## config.mk

```make
export PLATFORM = sky130hd
export DESIGN_NAME = seq_detect_ctrl_flat
export DESIGN_NICKNAME = d
export VERILOG_FILES = /design/src/rtl/seq_detect_pkg.sv /design/src/rtl/seq_detect_ctrl_if.sv /design/src/rtl/seq_matcher.sv /design/src/rtl/seq_detect_ctrl.sv /design/src/flat_wrapper.sv
export SDC_FILE = /design/constraint.sdc
export NUM_CORES = 1
export LEC_CHECK = 0
export CORE_AREA = 8 8 88 90
export DETAILED_ROUTE_END_ITERATION = 10
export DIE_AREA = 0 0 96 98
export PLACE_DENSITY = 0.61
export SLEW_MARGIN = 20
export SYNTH_ARGS = -nofsm -noshare
export SYNTH_HDL_FRONTEND = slang
export SYNTH_SLANG_ARGS = --single-unit
```

## constraint.sdc

```tcl
create_clock -name clk -period 5.6 [get_ports clk]
set_input_delay 1.12 -clock clk [delete_from_list [all_inputs] [get_ports clk]]
set_output_delay 1.12 -clock clk [all_outputs]
set_load 0.005 [all_outputs]
```

## src/rtl/seq_detect_pkg.sv

```systemverilog
// Shared types and default sizes for the serial sequence detector.
package seq_detect_pkg;

  localparam int DEF_PAT_W = 8;
  localparam int DEF_CNT_W = 8;

  typedef enum logic [1:0] {
    ST_IDLE  = 2'd0,
    ST_ARMED = 2'd1,
    ST_DONE  = 2'd2
  } state_t;

endpackage

```

## src/rtl/seq_detect_ctrl_if.sv

```systemverilog
// Configuration channel of the sequence detector.
// Handshake: a configuration transfers on a rising clk edge where cfg_valid
// and cfg_ready are both high; cfg_pattern/cfg_len/cfg_overlap/cfg_target are
// sampled on that edge only. cfg_ready does not depend on cfg_valid.
interface seq_detect_ctrl_if #(
  parameter int PAT_W = 8,
  parameter int CNT_W = 8
) ();

  logic                   cfg_valid;
  logic                   cfg_ready;
  logic [PAT_W-1:0]       cfg_pattern;
  logic [$clog2(PAT_W):0] cfg_len;
  logic                   cfg_overlap;
  logic [CNT_W-1:0]       cfg_target;

  modport master (
    output cfg_valid, cfg_pattern, cfg_len, cfg_overlap, cfg_target,
    input  cfg_ready
  );

  modport slave (
    input  cfg_valid, cfg_pattern, cfg_len, cfg_overlap, cfg_target,
    output cfg_ready
  );

endinterface

```

## src/rtl/seq_matcher.sv

```systemverilog
// History shift register, fill counter and masked pattern compare.
// hit is combinational and refers to the history as it will be after
// the current bit is shifted in.
module seq_matcher #(
  parameter int PAT_W = 8,
  parameter int LEN_W = $clog2(PAT_W) + 1
) (
  input  logic             clk,
  input  logic             rst,
  input  logic             clear,
  input  logic             shift_en,
  input  logic             bit_in,
  input  logic             overlap,
  input  logic [PAT_W-1:0] pattern,
  input  logic [LEN_W-1:0] len,
  output logic             hit
);

  logic [PAT_W-1:0] hist_q;
  logic [PAT_W-1:0] hist_next;
  logic [LEN_W-1:0] fill_q;
  logic [LEN_W-1:0] fill_inc;
  logic [PAT_W-1:0] mask;

  assign hist_next = {hist_q[PAT_W-2:0], bit_in};
  assign fill_inc  = (fill_q == LEN_W'(PAT_W)) ? fill_q : fill_q + 1'b1;

  // Select only the low len bits for comparison.
  always_comb begin
    mask = '0;
    for (int i = 0; i < PAT_W; i++) begin
      mask[i] = (i < int'(len));
    end
  end

  assign hit = shift_en && (fill_inc >= len) &&
               (((hist_next ^ pattern) & mask) == '0);

  // Shift history and count fresh bits; non-overlapping mode restarts the count on a hit.
  always_ff @(posedge clk) begin
    if (rst || clear) begin
      hist_q <= '0;
      fill_q <= '0;
    end else if (shift_en) begin
      hist_q <= hist_next;
      fill_q <= (hit && !overlap) ? '0 : fill_inc;
    end
  end

endmodule

```

## src/rtl/seq_detect_ctrl.sv

```systemverilog
// Sequence detector controller: configuration registers, run FSM and
// saturating match counter around a seq_matcher datapath.
module seq_detect_ctrl
  import seq_detect_pkg::*;
#(
  parameter int PAT_W = DEF_PAT_W,
  parameter int CNT_W = DEF_CNT_W
) (
  input  logic                 clk,
  input  logic                 rst,
  seq_detect_ctrl_if.slave     cfg,
  input  logic                 start,
  input  logic                 abort,
  input  logic                 bit_valid,
  input  logic                 bit_in,
  output logic                 busy,
  output logic                 match_pulse,
  output logic [CNT_W-1:0]     match_count,
  output logic                 done,
  output logic                 err_cfg,
  output state_t               state_dbg
);

  localparam int LEN_W = $clog2(PAT_W) + 1;
  localparam logic [CNT_W-1:0] CNT_MAX = '1;

  state_t           state_q, state_d;
  logic [PAT_W-1:0] pat_q;
  logic [LEN_W-1:0] len_q;
  logic             ovl_q;
  logic [CNT_W-1:0] tgt_q;
  logic             loaded_q;
  logic             err_q;
  logic             pulse_q;
  logic [CNT_W-1:0] count_q;
  logic [CNT_W-1:0] cnt_inc;

  logic cfg_hs;
  logic cfg_ok;
  logic idle_or_done;
  logic start_go;
  logic start_bad;
  logic shift_en;
  logic hit;
  logic tgt_hit;

  assign idle_or_done  = (state_q != ST_ARMED);
  assign cfg.cfg_ready = idle_or_done;
  assign cfg_hs        = cfg.cfg_valid && cfg.cfg_ready;
  assign cfg_ok        = (cfg.cfg_len != '0) && (cfg.cfg_len <= LEN_W'(PAT_W));
  assign start_go      = start && !abort && idle_or_done && loaded_q;
  assign start_bad     = start && !abort && idle_or_done && !loaded_q;
  assign shift_en      = (state_q == ST_ARMED) && bit_valid && !abort;
  assign cnt_inc       = (count_q == CNT_MAX) ? count_q : count_q + 1'b1;
  assign tgt_hit       = (tgt_q != '0) && (cnt_inc == tgt_q);

  seq_matcher #(.PAT_W(PAT_W), .LEN_W(LEN_W)) u_matcher (
    .clk      (clk),
    .rst      (rst),
    .clear    (start_go || abort),
    .shift_en (shift_en),
    .bit_in   (bit_in),
    .overlap  (ovl_q),
    .pattern  (pat_q),
    .len      (len_q),
    .hit      (hit)
  );

  // State register.
  always_ff @(posedge clk) begin
    if (rst) state_q <= ST_IDLE;
    else     state_q <= state_d;
  end

  // Next-state logic; abort overrides every other transition.
  always_comb begin
    state_d = state_q;
    case (state_q)
      ST_IDLE:  if (start_go) state_d = ST_ARMED;
      ST_ARMED: if (hit && tgt_hit) state_d = ST_DONE;
      ST_DONE:  if (start_go) state_d = ST_ARMED;
      default:  state_d = ST_IDLE;
    endcase
    if (abort) state_d = ST_IDLE;
  end

  // Configuration capture, error flag, match pulse and counter.
  always_ff @(posedge clk) begin
    if (rst) begin
      pat_q    <= '0;
      len_q    <= '0;
      ovl_q    <= 1'b0;
      tgt_q    <= '0;
      loaded_q <= 1'b0;
      err_q    <= 1'b0;
      pulse_q  <= 1'b0;
      count_q  <= '0;
    end else begin
      if (cfg_hs) begin
        if (cfg_ok) begin
          pat_q    <= cfg.cfg_pattern;
          len_q    <= cfg.cfg_len;
          ovl_q    <= cfg.cfg_overlap;
          tgt_q    <= cfg.cfg_target;
          loaded_q <= 1'b1;
          err_q    <= 1'b0;
        end else begin
          err_q <= 1'b1;
        end
      end
      if (start_bad) err_q <= 1'b1;
      pulse_q <= hit;
      if (abort || start_go) count_q <= '0;
      else if (hit)          count_q <= cnt_inc;
    end
  end

  assign busy        = (state_q == ST_ARMED);
  assign done        = (state_q == ST_DONE);
  assign match_pulse = pulse_q;
  assign match_count = count_q;
  assign err_cfg     = err_q;
  assign state_dbg   = state_q;

endmodule

```

## src/flat_wrapper.sv

```systemverilog
// flat-port wrapper written by rule: the top's interface ports become plain ports
module seq_detect_ctrl_flat import seq_detect_pkg::*;
#(
  parameter int PAT_W = DEF_PAT_W,
  parameter int CNT_W = DEF_CNT_W
)
  (clk, rst, start, abort, bit_valid, bit_in, busy, match_pulse, match_count, done, err_cfg, state_dbg, cfg_cfg_valid, cfg_cfg_pattern, cfg_cfg_len, cfg_cfg_overlap, cfg_cfg_target, cfg_cfg_ready);
  seq_detect_ctrl_if #(.PAT_W(PAT_W), .CNT_W(CNT_W)) cfg_i ();
  input  logic clk;
  input  logic rst;
  input  logic start;
  input  logic abort;
  input  logic bit_valid;
  input  logic bit_in;
  output logic busy;
  output logic match_pulse;
  output logic [CNT_W-1:0] match_count;
  output logic done;
  output logic err_cfg;
  output state_t state_dbg;
  input wire logic [$bits(cfg_i.cfg_valid)-1:0] cfg_cfg_valid;
  input wire logic [$bits(cfg_i.cfg_pattern)-1:0] cfg_cfg_pattern;
  input wire logic [$bits(cfg_i.cfg_len)-1:0] cfg_cfg_len;
  input wire logic [$bits(cfg_i.cfg_overlap)-1:0] cfg_cfg_overlap;
  input wire logic [$bits(cfg_i.cfg_target)-1:0] cfg_cfg_target;
  output wire logic [$bits(cfg_i.cfg_ready)-1:0] cfg_cfg_ready;
  assign cfg_i.cfg_valid = cfg_cfg_valid;
  assign cfg_i.cfg_pattern = cfg_cfg_pattern;
  assign cfg_i.cfg_len = cfg_cfg_len;
  assign cfg_i.cfg_overlap = cfg_cfg_overlap;
  assign cfg_i.cfg_target = cfg_cfg_target;
  assign cfg_cfg_ready = cfg_i.cfg_ready;
  seq_detect_ctrl #(.PAT_W(PAT_W), .CNT_W(CNT_W)) u_core (.clk(clk), .rst(rst), .cfg(cfg_i), .start(start), .abort(abort), .bit_valid(bit_valid), .bit_in(bit_in), .busy(busy), .match_pulse(match_pulse), .match_count(match_count), .done(done), .err_cfg(err_cfg), .state_dbg(state_dbg));
endmodule
```

Word level (Yosys, flattened, before mapping)
Index checks and enable logic that the tools add are counted.
{"block": "classes", "muxes": 9, "div": 0, "n_mul": 0, "n_bitwise": 2, "n_lt_le_gt_ge": 10, "eq_ne": 8, "reduce_logical": 28, "shifts": 0, "n_addsub": 2}
{"operator": "3-bit by 4-bit < comparator with 1-bit output, first input constant", "n": 4}
{"operator": "1-bit logical AND", "n": 13}
{"operator": "8-bit by 1-bit adder with 8-bit output, second input constant", "n": 1}
{"operator": "8-bit bitwise AND", "n": 1}
{"operator": "8-bit equality test", "n": 1}
{"operator": "8-bit equality test, second input constant", "n": 1}
{"operator": "8-bit zero test", "n": 1}
{"operator": "1-bit by 4-bit < comparator with 1-bit output, first input constant", "n": 2}
{"operator": "2-bit by 4-bit < comparator with 1-bit output, first input constant", "n": 2}
{"operator": "4-bit 2-to-1 mux", "n": 2}
{"operator": "8-bit 2-to-1 mux", "n": 1}
{"operator": "8-bit nonzero test", "n": 1}
{"operator": "8-bit XOR", "n": 1}
{"operator": "2-bit by 1-bit inequality test with 1-bit output, second input constant", "n": 3}
{"operator": "2-bit OR reduction", "n": 3}
{"operator": "4-bit by 1-bit adder with 4-bit output, second input constant", "n": 1}
{"operator": "4-bit equality test, second input constant", "n": 1}
{"operator": "4-bit greater-or-equal comparator", "n": 1}
{"operator": "4-bit less-or-equal comparator, second input constant", "n": 1}
{"operator": "2-bit 2-to-1 mux", "n": 2}
{"operator": "2-bit one-hot mux with 2 select lines", "n": 1}
{"operator": "2-bit AND reduction", "n": 2}
{"operator": "4-bit nonzero test", "n": 1}
{"operator": "1-bit zero test", "n": 3}
{"operator": "6 further kinds", "n": 9}
{"block": "totals", "mem_bits_rw": 0, "romBits": 0, "memories": 0, "reg_bits": 45, "latch_bits": 0, "elab_cells": 70, "output_inout_bits": 15}

Longest topological paths before layout
Gate-level depths: netlist of the first run.
{"block": "logic_depth", "ltp_word": 8, "mapped_depth": 13}

Modules after synthesis
From an unflattened synthesis of the first run, not the netlist that was laid out.
{"block": "hier_totals", "cells_unflattened": 275, "area_unflattened_um2": 2471.1}
{"mod": "seq_detect_ctrl", "instances": 1, "cells_per_inst": 183, "area_per_inst_um2": 1669.1}
{"mod": "seq_matcher", "instances": 1, "cells_per_inst": 92, "area_per_inst_um2": 802.0}

Least setup slack after synthesis of the first run
OpenSTA, ideal clock, no wires.
{"block": "synth_path", "path_type": "in2reg", "start": "input abort", "end": "register u_core.count_q[7] (netlist: u_core.match_count[7])", "setup_slack_ns": 2.985, "path_stages": 7, "arrival_ns": 2.481, "cell_sequence": "nand4bb_1 > a21oi_1 > o2111ai_1 > or3_1 > clkbuf_2 > nor3_1 > a311oi_1"}
{"block": "synth_between", "elab_chain_cells": 6, "elab_cells_between_ends": 9, "cone_classes": "reduce/logical (9)"}
{"element": "start, declared", "line": "flat_wrapper.sv:12", "rtl": "input logic abort;"}
{"element": "1-bit zero test", "line": "seq_detect_ctrl.sv:51, seq_detect_ctrl.sv:53"}
{"element": "1-bit logical AND (3 in a row)", "line": "seq_detect_ctrl.sv:51", "rtl": "assign start_go = start && !abort && idle_or_done && loaded_q;"}
{"element": "1-bit logical OR", "line": "seq_detect_ctrl.sv:113", "rtl": "if (abort || start_go) count_q <= '0;"}
{"element": "2-bit OR reduction (no line)"}
{"element": "end signal, assigned", "line": "seq_detect_ctrl.sv:114", "rtl": "else if (hit) count_q <= cnt_inc;"}
{"element": "end, declared", "line": "seq_detect_ctrl.sv:35", "rtl": "logic [CNT_W-1:0] count_q;"}
Parallel ways exist; a longest one is shown, timed or not.
A chain may end at the register's enable or synchronous reset.

Worst setup path after layout of the first run
Same ends and word-level chain as after synthesis.

==> results of run 1 <==
final cells by class:
cell class                      count  area (sq um)
Clock buffer                        7          86.3
Clock inverter                      1          30.0
Fill cell                         644          3460
Inverter                           10          37.5
Multi-Input combinational cell    215          1440
Sequential cell                    45           901
Tap cell                           80           100
Timing Repair Buffer               44           435
layer usage:
| layer | vias to the layer above | GRT usage |
|---|---|---|
| li1 | 1091 | - |
| met3 | 9 | 0.0307 |
| met1 | 1008 | 0.164 |
| met4 | 0 | 0.0402 |
| met5 | - | 0 |
| met2 | 47 | 0.220 |
how the worst min path moves through the flow:
| stage | cells past startpoint | end | slack (ns) |
|---|---|---|---|
| after floorplan | 2 | u_core.u_matcher.hist_q[6]$_SDFFE_PP0P_ | 0.45 |
| after CTS | 2 | u_core.u_matcher.hist_q[6]$_SDFFE_PP0P_ | 0.47 |
| after detailed placement | 2 | u_core.u_matcher.hist_q[6]$_SDFFE_PP0P_ | 0.46 |
| after global placement | 2 | u_core.u_matcher.hist_q[6]$_SDFFE_PP0P_ | 0.46 |
| after global routing | 2 | u_core.u_matcher.hist_q[6]$_SDFFE_PP0P_ | 0.50 |
| final | 2 | u_core.u_matcher.hist_q[6]$_SDFFE_PP0P_ | 0.47 |
stage by stage:
| stage | utilization | instances |
|---|---|---|
| floorplan | - | 283 |
| global placement | 0.449 | 394 |
| detailed placement | 0.449 | 394 |
| CTS | 0.467 | 402 |
| global route | 0.467 | 402 |
| finish | 0.467 | 402 |
cells in the mapped netlist, types with 4 or more instances:
master | n | area [sq um]
clkbuf_1 | 7 | 26.3
xor2_1 | 8 | 70.1
nand2_1 | 28 | 105
dfxtp_1 | 45 | 901
inv_1 | 10 | 37.5
nor2_1 | 35 | 131
o21ai_0 | 5 | 25.0
ha_1 | 7 | 87.6
mux2i_1 | 23 | 230
nand3_1 | 10 | 50.1
buf_2 | 4 | 20.0
xnor2_1 | 9 | 78.8
a21oi_1 | 19 | 95.1
and3_1 | 6 | 37.5
nor3_1 | 9 | 45.0
registers in the layout (all words and copies together), names as in the netlist:
register	cells
u_core.match_count	8
u_core.pat_q	8
u_core.tgt_q	8
u_core.u_matcher.hist_q	7
u_core.len_q	4
u_core.u_matcher.fill_q	4
u_core.state_dbg	2
u_core.err_cfg	1
u_core.loaded_q	1
u_core.match_pulse	1
u_core.ovl_q	1
report_power, final:
group / internal [W] / switching (W) / leakage, nW
combinational: 0.0000432 / 0.0000365 / 0.787
sequential: 0.000330 / 0.0000110 / 0.366
clock: 0.000146 / 0.000108 / 0.0585
total: 0.000519 / 0.000156 / 1.21
cells by family after synthesis:
family	after synthesis
AO/OA/AOI/OAI	57
XOR/XNOR	17
adder cells (fa/ha/maj)	7
buffers and inverters	23
flip-flops	45
multiplexers	23
AND/OR/NAND/NOR	111
worst reg2reg max path, stage by stage, from the launching register on:
cell      delay, ns
dfxtp_1        0.37
inv_1          0.11
ha_1           0.15
nand2_1        0.05
nor2_1         0.24
xnor2_1        0.16
ha_1           0.25
nand2b_1       0.14
a211o_1        0.29
a21oi_1        0.36
or3_1          0.35
nor3_1         0.10
a311oi_1       0.26
==> impl_results.md, run 1 <==
* Clock Path Buffers at 2
* Largest stage delay on the critical path at 0.58 ns
* Post-synthesis simple-gate area fraction at 0.225
* Reg2reg end: u_core.match_count[7]$_SDFFE_PP0P_
* Ant diodes at 0
* Number of global-route vias before repair at 2099
* Crit path to: u_core.match_count[7]$_SDFFE_PP0P_
* CTS tree: yes
* NumNets Final at 356
* Ys flop type: dfxtp_1
* Post-Syn Area per Cell at 8.63 sq um
* Post-Syn Area at 2440 sq um
* Area after DPL at 2910 sq um
* Syn Nets at 318
* Syn. warnings at 0
* Area share of fa/ha/maj cells after synthesis at 0.0359
* Worst setup path startpoint: abort
* DR WL/cell at 15.1 um
* Wl on met1 at 2.73 mm
* Pwr Total at 0.000675 W
* EDFF count, synth at 0
* Hold Vio Cnt, Final at 0
* Initial antenna violation count at 0
* Post-synth ARST share at 0
* Ratio of cells with drive above 1 in the final layout at 0.0559
* Maximum fanout along the worst path at 13
* Critical Path Stages at 7
* RSZ-0062 raised after global routing: no
* Die area at 9410 sq um
* Layout Skew at 0.00568 ns
* Worst slew pin tran at 0.990 ns
* Finished Cell Area at 3030 sq um
* Die Y at 98 um
* Placed wire-length estimate at 4.54 mm
* Largest net degree at the start of global routing at 26
* Max frequency at 0.288 GHz
* Reg-to-reg slack, setup at 2.68 ns
* Pins Over Slew Limit at 0
* H-tree Lvls at 2
* FF+latch count, synth at 45
* Reg clk slew, reported paths at 0.08 ns
* Slew headroom at 0.338
* Highest routing layer actually used: met4
* DRT iter0 DRCs at 84
* Port Buf Inserts at 42
* CP delay by family, top: simple AND/OR/NAND/NOR gates
* Critical path arrival at 3.62 ns
* Worst hold start: u_core.u_matcher.hist_q[6]$_SDFFE_PP0P_
* Max_cap viols at 0
* CP Capture Type: flop
* Synth Area in Compound Gates at 0.174
* Cells after synthesis at 283
* Pwr dens at 223 nW/um^2
* Setup WS pre-CTS at 1.80 ns
* Setup Buffers After CTS at 0
* Run status: finished clean
* Routability cong. at 0.826
* Core box area at 6490 sq um
* Main combinational cell family by area after synthesis: simple AND/OR/NAND/NOR gates
* Total routed wirelength at 6.07 mm
* Worst setup margin at 2.13 ns
* Slowest cell on crit path: nand4bb_1
* Post-synthesis sequential area ratio at 0.369
* IO Count at 43
* Post-synthesis cell type count at 54
* Via count at 2155
* Commonest non-fill, non-tap cell in the layout: dfxtp_1
* Most frequent cells in the layout: dfxtp_1 (45), clkdlybuf4s50_1 (42), nor2_1 (35)
* Mux contribution to synthesized area at 0.0943
* Routed wl met2 at 2.99 mm
* Worst setup path class: in -> reg
* Die width at 96 um
* GR Overflow Total at 0
* Cell depth of the worst flop-to-flop path at 12
* # rows at 30
* Leakage at 1.21 nW
* Root Driver: clkbuf_8
* Worst skew pair latency at 0.30 ns
* Worst EP required at 5.75 ns
* Setup violators final at 0
* CTS Buf Count at 5
* Reg2reg start: u_core.u_matcher.fill_q[0]$_SDFFE_PP0P_
* Initial Util at 0.376
* Final ANT Viol Nets at 0
* DR pass1 iterations at 4
* DRC violations left at 0
* Via-to-Cell Ratio at 5.36
* Cts repair resizes at 0
* Final min period at 3.47 ns
* CP bufs+invs at 1
* Number of hold buffers added after CTS at 0
* Crit path cell chain: clkdlybuf4s50_1 > nand4bb_1 > a21oi_1 > o2111ai_1 > or3_1 > nor3_1 > a311oi_1
* Min-Delay Path Class: reg -> reg
* Routed wire length on met3 at 262 um
* Final period utilization at 0.619
* WHS at 0.469 ns
* Setup TNS at 0 ns
* VDD IR-drop max at 154 uV
* Global-route wire length before repair at 10.2 mm
* GRT Util Overall at 0.133
* Syn-to-layout area delta at 24.1%
* Post-Synth XOR/XNOR Area at 0.0610
* Critical path launch point type: input pin
* # clock sinks at 45
Power figures use the tool's default switching activity.
==> run 2: changes to the inputs <==
==> constraint.sdc (replaced) <==
create_clock -name clk -period 3.5 [get_ports clk]
set_input_delay 0.7 -clock clk [delete_from_list [all_inputs] [get_ports clk]]
set_output_delay 0.7 -clock clk [all_outputs]
set_load 0.005 [all_outputs]
==> run 2 against run 1 <==
Compared with the run above:
- clock skew up 0.0069 ns
- register-to-register slack got worse by 2.0 ns
- via count decreased by 0.60%
- hold slack gained 0.0037 ns
- non-clock buffer count grew 2
- die area did not move
- sequential power increased by 60%
- first-iteration DRC count is 1.2% higher
- highest routed layer unchanged
==> impl_results.md, run 2 (same netlist as run 1, synthesis figures left out) <==
* Worst EP required at 3.71 ns
* Port Buf Inserts at 42
* GR Overflow Total at 0
* Via-to-Cell Ratio at 5.30
* Hold Vio Cnt, Final at 0
* Via count at 2142
* Max frequency at 0.352 GHz
* Routability cong. at 0.842
* GRT Util Overall at 0.131
* Reg clk slew, reported paths at 0.09 ns
* Die width at 96 um
* Min-Delay Path Class: reg -> reg
* Setup Buffers After CTS at 0
* Critical path launch point type: flop
* H-tree Lvls at 2
* Finished Cell Area at 3050 sq um
* Critical path arrival at 3.05 ns
* VDD IR-drop max at 223 uV
* Ratio of cells with drive above 1 in the final layout at 0.0617
* Leakage at 1.22 nW
* Clock Path Buffers at 2
* Root Driver: clkbuf_8
* Max_cap viols at 0
* NumNets Final at 358
* CTS tree: yes
* Initial antenna violation count at 0
* DRT iter0 DRCs at 85
* Largest net degree at the start of global routing at 25
* Worst setup path class: reg -> reg
* DR pass1 iterations at 5
* Worst skew pair latency at 0.30 ns
* Core box area at 6490 sq um
* Maximum fanout along the worst path at 8
* Most frequent cells in the layout: dfxtp_1 (45), clkdlybuf4s50_1 (42), nor2_1 (35)
* # clock sinks at 45
* Die Y at 98 um
* # rows at 30
* Syn-to-layout area delta at 24.8%
* Die area at 9410 sq um
* Number of global-route vias before repair at 2036
* Cts repair resizes at 0
* WHS at 0.473 ns
* DRC violations left at 0
* Setup violators final at 0
* Layout Skew at 0.0126 ns
* RSZ-0062 raised after global routing: no
* CTS Buf Count at 5
* CP Capture Type: flop
* Total routed wirelength at 5.98 mm
* Util after Layout at 0.469
* Final period utilization at 0.811
* Number of hold buffers added after CTS at 0
* Final min period at 2.84 ns
* Setup TNS at 0 ns
* DR WL/cell at 14.8 um
* Pins Over Slew Limit at 0
* Area after DPL at 2930 sq um
* IO Count at 43
* Global-route wire length before repair at 10.0 mm
* Ant diodes at 0
* Run status: finished clean
* Pwr Total at 0.00109 W
* Slew headroom at 0.542
* Pwr dens at 357 nW/um^2
* Placed wire-length estimate at 4.47 mm
* Worst slew pin tran at 0.685 ns
* Final ANT Viol Nets at 0
* Initial Util at 0.376
* Commonest non-fill, non-tap cell in the layout: dfxtp_1
==> run 2: cell count changes in the layout (fill, tap and decap cells not counted), sizes merged <==
cell | before | now
buf | 2 | 4
==> run 2: metal layers <==
layer	up-vias	global-route usage	wire length [um]
li1	1095	-	-
met1	989	0.165	2760
met2	50	0.209	2870
met3	8	0.0338	259
met4	0	0.0462	85
met5	-	0	0
==> run 2: path summary, 6_finish.rpt <==
path,start,end,slack [ns],cells past startpoint
worst min register to register,u_core.u_matcher.hist_q[6]$_SDFFE_PP0P_,u_core.u_matcher.hist_q[6]$_SDFFE_PP0P_,0.47,2
worst max-delay path,u_core.u_matcher.fill_q[0]$_SDFFE_PP0P_,u_core.match_count[7]$_SDFFE_PP0P_,0.66,12
worst max register to register,u_core.u_matcher.fill_q[0]$_SDFFE_PP0P_,u_core.match_count[7]$_SDFFE_PP0P_,0.66,12
worst min-delay path,u_core.u_matcher.hist_q[6]$_SDFFE_PP0P_,u_core.u_matcher.hist_q[6]$_SDFFE_PP0P_,0.47,2
==> run 2: critical path, stage by stage, from the launching register on <==
cell and delay (ns):
dfxtp_1 0.36, inv_1 0.11, ha_1 0.15, nand2_1 0.05, nor2_1 0.24, xnor2_1 0.16
ha_1 0.24, nand2b_1 0.14, a211o_1 0.28, a21oi_1 0.34, or3_1 0.33, nor3_1 0.10
a311oi_1 0.25
==> run 2: layout make-up <==
| class | instances | area, sq um |
|---|---|---|
| fill | 634 | 3450 |
| clock buffer | 7 | 86.3 |
| inverter | 10 | 37.5 |
| multi-input combinational | 215 | 1440 |
| tap | 80 | 100 |
| timing repair buffer | 46 | 450 |
| sequential | 45 | 901 |
| clock inverter | 1 | 30.0 |
==> run 2: through the flow <==
| step | setup slack (ns) | cells |
|---|---|---|
| floorplan | 0.926 | 283 |
| global placement | 0.734 | 396 |
| detailed placement | 0.688 | 396 |
| CTS | 0.667 | 404 |
| global route | 0.455 | 404 |
| finish | 0.661 | 404 |
==> run 2: report_power, final <==
group          leakage (nW)  internal (W)  switching, W  total [W]
combinational         0.796     0.0000700     0.0000583   0.000128
clock                0.0585      0.000233      0.000181   0.000414
sequential            0.366      0.000528     0.0000170   0.000545
total                  1.22      0.000831      0.000256    0.00109
==> run 3: changes to the inputs <==
--- a/config.mk
+++ b/config.mk
@@ -8,7 +8,7 @@
 export CORE_AREA = 8 8 88 90
 export DETAILED_ROUTE_END_ITERATION = 10
 export DIE_AREA = 0 0 96 98
-export PLACE_DENSITY = 0.61
+export PLACE_DENSITY = 0.63
 export SLEW_MARGIN = 20
 export SYNTH_ARGS = -nofsm -noshare
 export SYNTH_HDL_FRONTEND = slang
==> constraint.sdc (replaced) <==
create_clock -name clk -period 2.5 [get_ports clk]
set_input_delay 0.5 -clock clk [delete_from_list [all_inputs] [get_ports clk]]
set_output_delay 0.5 -clock clk [all_outputs]
set_load 0.005 [all_outputs]
==> run 3 against run 2 <==
Compared with the run above:
- via count is 5.1% higher
- non-clock buffer count grew 18
- clock power increased by 56%
- count of clock-buffer cells in the layout shrank 2
- sequential cell count is the same
==> impl_results.md, run 3 (same netlist as run 1, synthesis figures left out) <==
* Run status: finished clean
* Commonest non-fill, non-tap cell in the layout: dfxtp_1
* CTS tree: yes
* Worst skew pair latency at 0.30 ns
* DR WL/cell at 15.1 um
* Reg clk slew, reported paths at 0.09 ns
* DRT iter0 DRCs at 110
* IO Count at 43
* Placed wire-length estimate at 4.91 mm
* Largest stage delay on the critical path at 0.53 ns
* RSZ-0062 raised after global routing: yes
* # rows at 30
* Ratio of cells with drive above 1 in the final layout at 0.155
* Layout Skew at 0.00881 ns
* CP Capture Type: flop
* Global-route wire length before repair at 10.6 mm
* Final period utilization at 0.989
* Setup violators final at 0
* Pwr dens at 487 nW/um^2
* Die area at 9410 sq um
* Most frequent cells in the layout: dfxtp_1 (43), clkdlybuf4s50_1 (42), nor2_1 (34)
* Worst slew pin tran at 0.502 ns
* Max_cap viols at 0
* Clock Power Share at 0.402
* GRT Util Overall at 0.139
* Largest net degree at the start of global routing at 25
* Leakage at 1.34 nW
* Via-to-Cell Ratio at 5.33
* Worst setup path class: reg -> reg
* H-tree Lvls at 2
* Clock Path Buffers at 2
* Initial Util at 0.376
* Via count at 2251
* Util after Layout at 0.507
* Number of global-route vias before repair at 2256
* Ant diodes at 0
* Sequential share of power at 0.476
* Pins Over Slew Limit at 0
* CTS Buf Count at 5
* Final ANT Viol Nets at 0
* Worst EP required at 2.68 ns
* Fillers at 624
* Maximum fanout along the worst path at 5
* DR pass1 iterations at 5
* NumNets Final at 376
* Crit path cell chain: buf_6 > ha_2 > xnor2_1 > nor2_1 > ha_2 > o21a_1 > a21oi_4 > or4_4 > o311ai_4 > o41ai_2
* Max frequency at 0.404 GHz
* Final min period at 2.47 ns
* Port Buf Inserts at 42
* Number of hold buffers added after CTS at 0
* Setup TNS at 0 ns
* Switch share at 0.225
* Combinational power share at 0.122
* Initial antenna violation count at 0
* Critical path arrival at 2.65 ns
* Core box area at 6490 sq um
* VDD IR-drop max at 352 uV
* # clock sinks at 45
* DRC violations left at 0
* NetSw at 0.000360 W
* Slowest cell on crit path: or4_4
* Die Y at 98 um
* Slew headroom at 0.665
* GR Overflow Total at 0
* Critical path launch point type: flop
* WHS at 0.485 ns
* Die width at 96 um
* Syn-to-layout area delta at 34.9%
* Internal power at 0.00124 W
* Total routed wirelength at 6.39 mm
* Root Driver: clkbuf_8
* Hold Vio Cnt, Final at 0
* Min-Delay Path Class: reg -> reg
* Routability cong. at 0.863
* Most used cell, CP: ha_2
==> run 3: cell count changes in the layout (fill, tap and decap cells not counted), sizes merged <==
| cell | change |
|---|---|
| buf | +18 |
| bufinv | +1 |
| clkbuf | -2 |
| clkinv | +1 |
==> run 3: metrics by stage <==
| step | area [sq um] | instances | total power (W) | setup WS (ns) |
|---|---|---|---|---|
| after global placement | 3050 | 411 | 0.000968 | 0.0295 |
| after CTS | 3190 | 419 | 0.00162 | 0.00185 |
| after global routing | 3290 | 422 | 0.00168 | -0.0928 |
| after detailed placement | 3050 | 411 | 0.000972 | -0.107 |
| after floorplan | 2440 | 283 | 0.000883 | 0.0161 |
| final | 3290 | 422 | 0.00160 | 0.0277 |
==> run 3: cell type report <==
class | instances | area [sq um] | share of cell area
Clock buffer | 5 | 68.8 | 0.0209
Inverter | 10 | 37.5 | 0.0114
Tap cell | 80 | 100 | 0.0304
Clock inverter | 3 | 65.1 | 0.0198
Sequential cell | 45 | 903 | 0.274
Multi-Input combinational cell | 215 | 1520 | 0.460
Timing Repair Buffer | 64 | 602 | 0.183
==> run 3: final timing paths <==
| check | startpoint | to | slack [ns] | cells after the start |
|---|---|---|---|---|
| max | u_core.u_matcher.fill_q[0]$_SDFFE_PP0P_ | u_core.match_count[2]$_SDFFE_PP0P_ | 0.03 | 10 |
| min | u_core.u_matcher.hist_q[5]$_SDFFE_PP0P_ | u_core.u_matcher.hist_q[5]$_SDFFE_PP0P_ | 0.48 | 2 |
| max reg2reg | u_core.u_matcher.fill_q[0]$_SDFFE_PP0P_ | u_core.match_count[2]$_SDFFE_PP0P_ | 0.03 | 10 |
| min reg2reg | u_core.u_matcher.hist_q[5]$_SDFFE_PP0P_ | u_core.u_matcher.hist_q[5]$_SDFFE_PP0P_ | 0.48 | 2 |
==> run 3: power by group through the flow <==
stage	registers (W)	logic, W	clock network, W
2_1_floorplan	0.000772	0.000111	0
3_5_place_dp	0.000780	0.000192	0
4_1_cts	0.000763	0.000193	0.000660
6_report	0.000763	0.000196	0.000645
5_1_grt	0.000767	0.000216	0.000694
3_3_place_gp	0.000780	0.000188	0
==> run 3: per-layer routing <==
| metal | track usage | part of all wire |
|---|---|---|
| met2 | 0.247 | 0.53 |
| met1 | 0.158 | 0.40 |
| met4 | 0.0308 | 0.014 |
| met3 | 0.0361 | 0.052 |
| met5 | 0 | 0 |
==> run 3: worst max-delay path, delay by kind of cell, from the launching register on <==
family / cells / cell delay [ns]
buffers and inverters: 1 / 0.12
AO/OA/AOI/OAI: 4 / 0.69
flip-flops: 1 / 0.33
adder cells (fa/ha/maj): 2 / 0.40
AND/OR/NAND/NOR: 2 / 0.71
XOR/XNOR: 1 / 0.12
==> run 3: what timing repair did <==
item | 4_1_cts | 5_1_grt
gates cloned | 0 | 0
setup buffers | 0 | 3
resized for setup | 2 | 16
pin swaps | 0 | 3
setup endpoints to repair | 9 | 13
